$ cat config.mk
export PLATFORM = sky130hd
export DESIGN_NAME = alien_sprite_reader_flat
export DESIGN_NICKNAME = d
export VERILOG_FILES = /design/src/rtl/alien_sprite_reader_if.sv /design/src/rtl/alien_sprite_reader.sv /design/src/flat_wrapper.sv
export SDC_FILE = /design/constraint.sdc
export NUM_CORES = 1
export LEC_CHECK = 0
export ABC_AREA = 1
export CAP_MARGIN = 5
export CORE_ASPECT_RATIO = 0.7
export CORE_UTILIZATION = 60
export CTS_CLUSTER_DIAMETER = 150
export DETAILED_ROUTE_END_ITERATION = 8
export DONT_BUFFER_PORTS = 1
export PLACE_DENSITY = 0.76
export SYNTH_ARGS = -nofsm -noshare
export SYNTH_HDL_FRONTEND = slang
export SYNTH_SLANG_ARGS = --single-unit
$ cat constraint.sdc
create_clock -name Clk -period 3.35 [get_ports Clk]
set_input_delay 0.335 -clock Clk [delete_from_list [all_inputs] [get_ports Clk]]
set_output_delay 0.335 -clock Clk [all_outputs]
set_load 0.01 [all_outputs]
$ cat src/rtl/alien_sprite_reader_if.sv
// ---------------------------------------------------------------------------
// alien_sprite_reader_if : scan, game-control, RAM-read and pixel-out signals
// Rev 1.0
// ---------------------------------------------------------------------------
`default_nettype none

interface alien_sprite_reader_if;
  logic        frame_start;
  logic [9:0]  alien_x;
  logic [9:0]  alien_y;
  logic        spawn;
  logic        kill;
  logic [9:0]  DrawX;
  logic [9:0]  DrawY;
  logic [18:0] read_address;
  logic [23:0] data_Out;
  logic [23:0] pixel_out;
  logic        pixel_hit;
  logic        alive_o;

  modport master (
    output frame_start, alien_x, alien_y, spawn, kill, DrawX, DrawY, data_Out,
    input  read_address, pixel_out, pixel_hit, alive_o
  );

  modport slave (
    input  frame_start, alien_x, alien_y, spawn, kill, DrawX, DrawY, data_Out,
    output read_address, pixel_out, pixel_hit, alive_o
  );
endinterface

`default_nettype wire

$ cat src/rtl/alien_sprite_reader.sv
// ---------------------------------------------------------------------------
// alien_sprite_reader : box test, sprite RAM addressing and 3-stage pixel path
// Rev 1.0
// ---------------------------------------------------------------------------
`default_nettype none

module alien_sprite_reader #(
  parameter int          SPR_W       = 40,
  parameter logic [23:0] TRANSPARENT = 24'hFF00FF,
  parameter int          FLIP_FRAMES = 16,
  parameter int          DIE_FRAMES  = 32
) (
  input  logic                 Clk,
  input  logic                 Reset,
  alien_sprite_reader_if.slave bus
);

  localparam int OW = $clog2(SPR_W);
  localparam int AW = $clog2(SPR_W * SPR_W);
  localparam int FW = $clog2(FLIP_FRAMES);
  localparam int DW = $clog2(DIE_FRAMES);

  localparam logic [1:0] ST_DEAD  = 2'd0;
  localparam logic [1:0] ST_ALIVE = 2'd1;
  localparam logic [1:0] ST_DYING = 2'd2;

  logic [1:0]    state_q, state_d;
  logic [FW-1:0] flip_cnt_q;
  logic          flip_q;
  logic [DW-1:0] die_cnt_q;
  logic [9:0]    x_lat_q, y_lat_q;
  logic          w_alive, w_visible;

  // ---------------- state machine ----------------
  always_ff @(posedge Clk) begin
    if (Reset) state_q <= ST_DEAD;
    else       state_q <= state_d;
  end

  always_comb begin
    state_d = state_q;
    case (state_q)
      ST_DEAD:  if (bus.spawn) state_d = ST_ALIVE;
      ST_ALIVE: if (bus.kill)  state_d = ST_DYING;
      ST_DYING: if (bus.frame_start && die_cnt_q == DW'(DIE_FRAMES - 1)) state_d = ST_DEAD;
      default:  state_d = ST_DEAD;
    endcase
  end

  always_comb begin
    w_alive   = (state_q == ST_ALIVE);
    w_visible = w_alive || ((state_q == ST_DYING) && !die_cnt_q[2]);
  end

  // Counter is held at zero outside DYING, so entry into DYING starts from 0
  // and a frame_start on the entry edge is never counted.
  always_ff @(posedge Clk) begin
    if (Reset) begin
      flip_cnt_q <= '0;
      flip_q     <= 1'b0;
      die_cnt_q  <= '0;
      x_lat_q    <= '0;
      y_lat_q    <= '0;
    end else begin
      if (bus.frame_start) begin
        x_lat_q <= bus.alien_x;
        y_lat_q <= bus.alien_y;
      end
      if (bus.frame_start && state_q == ST_ALIVE) begin
        if (flip_cnt_q == FW'(FLIP_FRAMES - 1)) begin
          flip_cnt_q <= '0;
          flip_q     <= ~flip_q;
        end else begin
          flip_cnt_q <= flip_cnt_q + 1'b1;
        end
      end
      if (state_q != ST_DYING)  die_cnt_q <= '0;
      else if (bus.frame_start) die_cnt_q <= die_cnt_q + 1'b1;
    end
  end

  // ---------------- stage 1: box test and address ----------------
  logic [10:0]   w_x_end, w_y_end;
  logic          w_inbox;
  logic [OW-1:0] w_dx, w_dy, w_col;
  logic [AW-1:0] w_addr;
  logic [18:0]   read_address_d, read_address_q;

  always_comb begin
    w_x_end = {1'b0, x_lat_q} + 11'(SPR_W);
    w_y_end = {1'b0, y_lat_q} + 11'(SPR_W);
    w_inbox = ({1'b0, bus.DrawX} >= {1'b0, x_lat_q}) && ({1'b0, bus.DrawX} < w_x_end) &&
              ({1'b0, bus.DrawY} >= {1'b0, y_lat_q}) && ({1'b0, bus.DrawY} < w_y_end);
    w_dx    = OW'(bus.DrawX - x_lat_q);
    w_dy    = OW'(bus.DrawY - y_lat_q);
    w_col   = flip_q ? (OW'(SPR_W - 1) - w_dx) : w_dx;
    w_addr  = AW'(w_dy) * AW'(SPR_W) + AW'(w_col);
    read_address_d = w_inbox ? 19'(w_addr) : '0;
  end

  // ---------------- pipeline ----------------
  logic        s1_q, v1_q, s2_q, v2_q;
  logic        pixel_hit_q;
  logic [23:0] pixel_out_q;
  logic        w_hit;

  assign w_hit = s2_q && v2_q && (bus.data_Out != TRANSPARENT);

  always_ff @(posedge Clk) begin
    if (Reset) begin
      read_address_q <= '0;
      s1_q           <= 1'b0;
      v1_q           <= 1'b0;
      s2_q           <= 1'b0;
      v2_q           <= 1'b0;
      pixel_hit_q    <= 1'b0;
      pixel_out_q    <= '0;
    end else begin
      read_address_q <= read_address_d;
      s1_q           <= w_inbox;
      v1_q           <= w_visible;
      s2_q           <= s1_q;
      v2_q           <= v1_q;
      pixel_hit_q    <= w_hit;
      pixel_out_q    <= w_hit ? bus.data_Out : '0;
    end
  end

  assign bus.read_address = read_address_q;
  assign bus.pixel_out    = pixel_out_q;
  assign bus.pixel_hit    = pixel_hit_q;
  assign bus.alive_o      = w_alive;

endmodule

`default_nettype wire

$ cat src/flat_wrapper.sv
// flat-port wrapper written by rule: the top's interface ports become plain ports
module alien_sprite_reader_flat 
#(
  parameter int          SPR_W       = 40,
  parameter logic [23:0] TRANSPARENT = 24'hFF00FF,
  parameter int          FLIP_FRAMES = 16,
  parameter int          DIE_FRAMES  = 32
)
  (Clk, Reset, bus_frame_start, bus_alien_x, bus_alien_y, bus_spawn, bus_kill, bus_DrawX, bus_DrawY, bus_data_Out, bus_read_address, bus_pixel_out, bus_pixel_hit, bus_alive_o);
  alien_sprite_reader_if bus_i ();
  input  logic Clk;
  input  logic Reset;
  input wire logic [$bits(bus_i.frame_start)-1:0] bus_frame_start;
  input wire logic [$bits(bus_i.alien_x)-1:0] bus_alien_x;
  input wire logic [$bits(bus_i.alien_y)-1:0] bus_alien_y;
  input wire logic [$bits(bus_i.spawn)-1:0] bus_spawn;
  input wire logic [$bits(bus_i.kill)-1:0] bus_kill;
  input wire logic [$bits(bus_i.DrawX)-1:0] bus_DrawX;
  input wire logic [$bits(bus_i.DrawY)-1:0] bus_DrawY;
  input wire logic [$bits(bus_i.data_Out)-1:0] bus_data_Out;
  output wire logic [$bits(bus_i.read_address)-1:0] bus_read_address;
  output wire logic [$bits(bus_i.pixel_out)-1:0] bus_pixel_out;
  output wire logic [$bits(bus_i.pixel_hit)-1:0] bus_pixel_hit;
  output wire logic [$bits(bus_i.alive_o)-1:0] bus_alive_o;
  assign bus_i.frame_start = bus_frame_start;
  assign bus_i.alien_x = bus_alien_x;
  assign bus_i.alien_y = bus_alien_y;
  assign bus_i.spawn = bus_spawn;
  assign bus_i.kill = bus_kill;
  assign bus_i.DrawX = bus_DrawX;
  assign bus_i.DrawY = bus_DrawY;
  assign bus_i.data_Out = bus_data_Out;
  assign bus_read_address = bus_i.read_address;
  assign bus_pixel_out = bus_i.pixel_out;
  assign bus_pixel_hit = bus_i.pixel_hit;
  assign bus_alive_o = bus_i.alive_o;
  alien_sprite_reader #(.SPR_W(SPR_W), .TRANSPARENT(TRANSPARENT), .FLIP_FRAMES(FLIP_FRAMES), .DIE_FRAMES(DIE_FRAMES)) u_core (.Clk(Clk), .Reset(Reset), .bus(bus_i));
endmodule
### After elaboration in Yosys (flattened, before gate mapping)

Cells that the tools add are included.

| storage, ports and cells | value |
|---|---|
| flip-flop bits (word level) | 80 |
| word-level logic and storage cells | 61 |
| output and inout port bits | 45 |
| bits of input ports | 69 |

| operators by class | value |
|---|---|
| order comparisons | 4 |
| bitwise logic cells | 3 |
| reduce and logical (&&, ||, !) cells | 16 |
| $mul | 1 |
| eq/ne operators | 9 |
| add/sub/neg operators | 8 |
| muxes and demuxes | 6 |

Operators by type and width:

| operator | number |
|---|---|
| 24-bit != test (second input constant) | 1 |
| 10-bit by 6-bit adder with 11-bit output (second input constant) | 2 |
| 10-bit by 11-bit < comparator with 1-bit output | 2 |
| 10-bit greater-or-equal comparator | 2 |
| 6-bit subtractor | 2 |
| 11-bit by 6-bit adder with 11-bit output | 1 |
| 1-bit logical AND | 8 |
| 6-bit by 3-bit multiplier with 8-bit output (second input constant) | 1 |
| 2-bit two-way mux | 3 |
| 6-bit two-way mux | 1 |
| 2-bit != test (second input constant) | 3 |
| 2-bit case mux with 3 select lines | 1 |
| 2-bit OR reduction | 3 |
| 6-bit subtractor (first input constant) | 1 |
| 5-bit by 1-bit adder with 5-bit output (second input constant) | 1 |
| 5-bit == test (second input constant) | 1 |
| 4-bit by 1-bit adder with 4-bit output (second input constant) | 1 |
| 4-bit == test (second input constant) | 1 |
| 4-bit two-way mux | 1 |
| 1-bit inverter | 3 |
| 3-bit AND reduction | 1 |
| 2-bit by 1-bit == test with 1-bit output (second input constant) | 1 |
| 2-bit == test (second input constant) | 1 |
| 2-bit logical NOT | 1 |
| other kinds (4) | 4 |

### Logic depth before layout (Yosys ltp)

| depth | value |
|---|---|
| depth after elaboration | 7 |
| depth in mapped cells | 21 |
| gate-level depth less buffers | 21 |

### Least setup slack after synthesis

Ideal clock, no wire load.

| path | value |
|---|---|
| path type | input to register |
| start point | input port bus_DrawX[0] |
| end point | register u_core.read_address_q[10], in the netlist u_core.bus.read_address[10] |
| arrival | 2840 ps |
| slack | 398 ps |
| library setup time | 112 ps |
| data required time | 3238 ps |
| buffers on the path | 0 |
| stages on the path | 21 |
| cells stage by stage | inv_1 -> ha_1 -> inv_1 -> fa_1 -> a31oi_1 -> xor2_1 -> ha_1 -> nand2_1 -> xnor2_1 -> xnor2_1 -> ha_1 -> nand2_1 -> nand2_1 -> a21oi_1 -> nor2_1 -> nand2_1 -> nand2_1 -> nand2_1 -> nand2_1 -> nand2_1 -> nor2_1 |

| on the way | value |
|---|---|
| cells in the longest elaborated chain, start to end | 6 |
| elaborated cells between the ends (all ways) | 11 |
| those cells by class | add/sub (3); order compare (2); mux (1); bitwise (1); reduce/logical (4) |

Ends and longest elaborated chain:

| element | line | RTL |
|---|---|---|
| start: declaration | flat_wrapper.sv:18 | `input wire logic [$bits(bus_i.DrawX)-1:0] bus_DrawX;` |
| branches (longest 6 deep; another with 11-bit by 6-bit adder with 11-bit output) | -- |  |
| end signal: assignment | alien_sprite_reader.sv:119 | `read_address_q <= read_address_d;` |
| end: declaration | alien_sprite_reader.sv:87 | `logic [18:0] read_address_d, read_address_q;` |

Parallel ways; which one is timed is not known.
A chain may end at the register's enable or synchronous reset.

### Final worst setup path

| path | value |
|---|---|
| start point | register u_core.x_lat_q[0] |
| end point | register u_core.read_address_q[8], in the netlist u_core.bus.read_address[8] |

| on the way | value |
|---|---|
| cells in the longest elaborated chain, start to end | 7 |
| elaborated cells between the ends (all ways) | 12 |
| those cells by class | add/sub (4); order compare (2); mux (1); bitwise (1); reduce/logical (4) |

Ends and longest elaborated chain:

| element | line | RTL |
|---|---|---|
| start: declaration | alien_sprite_reader.sv:31 | `logic [9:0] x_lat_q, y_lat_q;` |
| start signal: assignment | alien_sprite_reader.sv:66 | `x_lat_q <= bus.alien_x;` |
| branches (longest 7 deep; another with 11-bit by 6-bit adder with 11-bit output) | -- |  |

Parallel ways; which one is timed is not known.

==> out/qor.txt <==
Outcome -> complete, no violations
Max Root-Sink Buffers -> 2
FF-to-FF setup slack -> 0.17 ns
Clk_skew -> 0.0139 ns
DRT antenna net count -> 0
Crit Path Max Fanout -> 4
Max incr delay on CP -> 0.45 ns
Syn Area/Cell -> 7.53 um2
DP Cell Count -> 638
Via-to-Cell Ratio -> 5.03
Critical path startpoint category -> flip-flop
Fmax -> 315 MHz
Crit end category -> flip-flop
Die W -> 102 um
DR pass1 iterations -> 4
Starting DRC count in detailed routing -> 124
Initial antenna violation count -> 0
Remaining DRCs -> 0
HPWL Detailed -> 6.56 mm
Buffers & Inverters on Critical Path -> 4
Unique masters post-synth -> 34
Minimum clock period -> 3.18 ns
Worst-Skew Late Latency -> 0.35 ns
Slowest-stage cell, CP -> fa_1
Peak supply drop -> 0.000230 V
Worst hold path type -> in2reg
CP startpoint -> u_core.x_lat_q[0]
Post-route non-filler standard cell count -> 656
Via count -> 3298
Max-cap viol count -> 0
Routed wire length per instance -> 12.8 um
Final period utilization -> 0.949
Die Y-Extent -> 71.8 um
Critical Path AT -> 3.42 ns
Final Net Count -> 681
Number of stages on the worst setup path -> 18
Floorplan row count -> 25
CP Cell Sequence -> ha_1 -> inv_1 -> fa_1 -> a31oi_1 -> xor2_1 -> ha_1 -> nand2_1 -> xnor2_1 -> xnor2_1 -> ha_1 -> nand2_1 -> inv_1 -> a21oi_2 -> buf_4 -> inv_1 -> a21oi_1 -> or2_1 -> nor2_2
Root buf cell -> clkbuf_8
Reg-to-reg critical path endpoint -> u_core.bus.read_address[8]
Port buffer count -> 0
Placer Congestion -> 0.839
CTS H-Tree Depth -> 3
GRT Util Overall -> 0.245
Final Max Slew Viols -> 0
DIE AREA -> 0.00731 mm2
Aggregate routed wire length -> 8.41 mm
Synth Warn # -> 0
Grt met3 use -> 0.0859
Register area share after synthesis -> 0.345
Most common cell after layout, fill and taps aside -> nand2_1
Finished Cell Area -> 0.00445 mm2
CP required -> 3.59 ns
Post-DP Area -> 0.00421 mm2
Worst r2r path cells -> 18
Final Hold Fails -> 0
Fillers -> 603
Core ar. -> 0.00676 mm2
# clock sinks -> 72
Slew HR -> 0.266
First-pass GRT wire length -> 13.7 mm
Largest net degree at the start of global routing -> 41
CTS tree -> done
WS Path Type -> reg2reg
Total CTS buffers -> 9
Place WS -> 0.136 ns
Post-synthesis instance area -> 0.00418 mm2
Met2 GRT Util -> 0.408
CP endpoint -> u_core.bus.read_address[8]
Critical R2R Launch -> u_core.x_lat_q[0]
Least-Margin Pin Slew -> 1.10 ns
Io pins -> 114
WHS -> 0.0511 ns
ANT cells -> 0
Final setup fails -> 0
Vias in the first global route -> 3076
Total power -> 2.29 mW
Fin Setup TNS -> 0 ns
Final setup margin -> 0.172 ns
Share of cells above drive strength 1 -> 0.0783
Power Dens Cells -> 515 mW/mm2
CTS clk-pin slew, worst paths -> 0.09 ns
Synthesized flop and latch total -> 72
Largest delay share family, worst path -> adder cells
Most frequent cells in the layout -> nand2_1 (94), inv_1 (92), dfxtp_1 (72)
GR Util met1 -> 0.302
Area Overhead vs Synth -> 6.43%
GR Overflow Total -> 0
Leakage -> 2.18 nW
Post-layout util -> 0.659
GRT busiest layer -> met2
Cells after Synth -> 555
Initial Utilization -> 0.619
[worst register-to-register path: stages (launching register included)]
cell and delay (ns):
dfxtp_1 0.35, ha_1 0.14, inv_1 0.07, fa_1 0.45
a31oi_1 0.18, xor2_1 0.22, ha_1 0.18, nand2_1 0.07
xnor2_1 0.18, xnor2_1 0.15, ha_1 0.30, nand2_1 0.08
inv_1 0.05, a21oi_2 0.17, buf_4 0.14, inv_1 0.04
a21oi_1 0.14, or2_1 0.13, nor2_2 0.04
[power breakdown]
part           internal [mW]  leakage, nW  total (mW)  switching (mW)
clock                  0.352        0.101       0.703           0.352
combinational          0.281         1.49       0.687           0.406
sequential             0.884        0.586       0.903          0.0197
[flip-flops by register name (all words and copies together) (netlist names), 2 cells and up]
signal                   count
u_core.die_cnt_q             5
u_core.state_q               2
u_core.flip_cnt_q            4
u_core.bus.read_address     11
u_core.bus.pixel_out        24
u_core.y_lat_q              10
u_core.x_lat_q              10
[area by class of cell]
| type | count | area, um2 | share of cell area |
|---|---|---|---|
| clock buffer | 9 | 124 | 0.0278 |
| clock inverter | 7 | 77.6 | 0.0174 |
| sequential | 72 | 1440 | 0.324 |
| tap | 94 | 118 | 0.0264 |
| multi-input combinational | 375 | 2300 | 0.517 |
| inverter | 96 | 365 | 0.0821 |
| timing repair buffer | 3 | 22.5 | 0.00506 |
[cell usage after synthesis, drive strengths merged]
| cell type | n | area share |
|---|---|---|
| and3 | 1 | 0.0015 |
| xnor2 | 8 | 0.017 |
| nand4 | 6 | 0.0090 |
| dfxtp | 72 | 0.34 |
| inv | 95 | 0.085 |
| xor2 | 18 | 0.038 |
| a21oi | 40 | 0.048 |
| nand3 | 26 | 0.032 |
| nor3 | 4 | 0.0048 |
| buf | 13 | 0.023 |
| nor4 | 2 | 0.0030 |
| a211oi | 1 | 0.0018 |
| clkinv | 1 | 0.0021 |
| ha | 51 | 0.15 |
| a21o | 2 | 0.0036 |
| clkbuf | 6 | 0.0054 |
| nand3b | 1 | 0.0018 |
| a21boi | 1 | 0.0027 |
| nor3b | 2 | 0.0036 |
| nand2 | 96 | 0.087 |
| a31oi | 3 | 0.0045 |
| nor2 | 71 | 0.072 |
| conb | 1 | 0.00090 |
| or2 | 2 | 0.0030 |
| fa | 4 | 0.019 |
| o21ai | 28 | 0.034 |
[how the worst min path moves through the flow]
| stage | start | end | cells past startpoint |
|---|---|---|---|
| after global routing | Reset | u_core.s2_q | 1 |
| after floorplan | u_core.s1_q | u_core.s2_q | 2 |
| after detailed placement | u_core.v1_q | u_core.v2_q | 2 |
| final | Reset | u_core.s2_q | 1 |
| after global placement | u_core.v1_q | u_core.v2_q | 2 |
| after CTS | Reset | u_core.v2_q | 1 |
[logic make-up after synthesis]
| kind of cell | synth area share |
|---|---|
| and+or+nand+nor | 0.218 |
| buffers and inverters | 0.116 |
| AOI/OAI and AO/OA | 0.0940 |
| DFF | 0.345 |
| adders and majority gates | 0.172 |
| xor gates and xnor gates | 0.0545 |
| other | 0.000897 |
[layer usage]
layer  share of wire  wire length [um]
met4          0.0045                38
met1            0.44              3740
met2            0.48              4000
met3           0.075               634
met5               0                 0
[repair_timing]
action | CTS | global route
hold buffers | 0 | 0
gates resized for setup | 0 | 5
endpoints found under the setup margin | 0 | 3
setup buffers | 0 | 2
No activity file was read; power rests on OpenSTA's default activity.
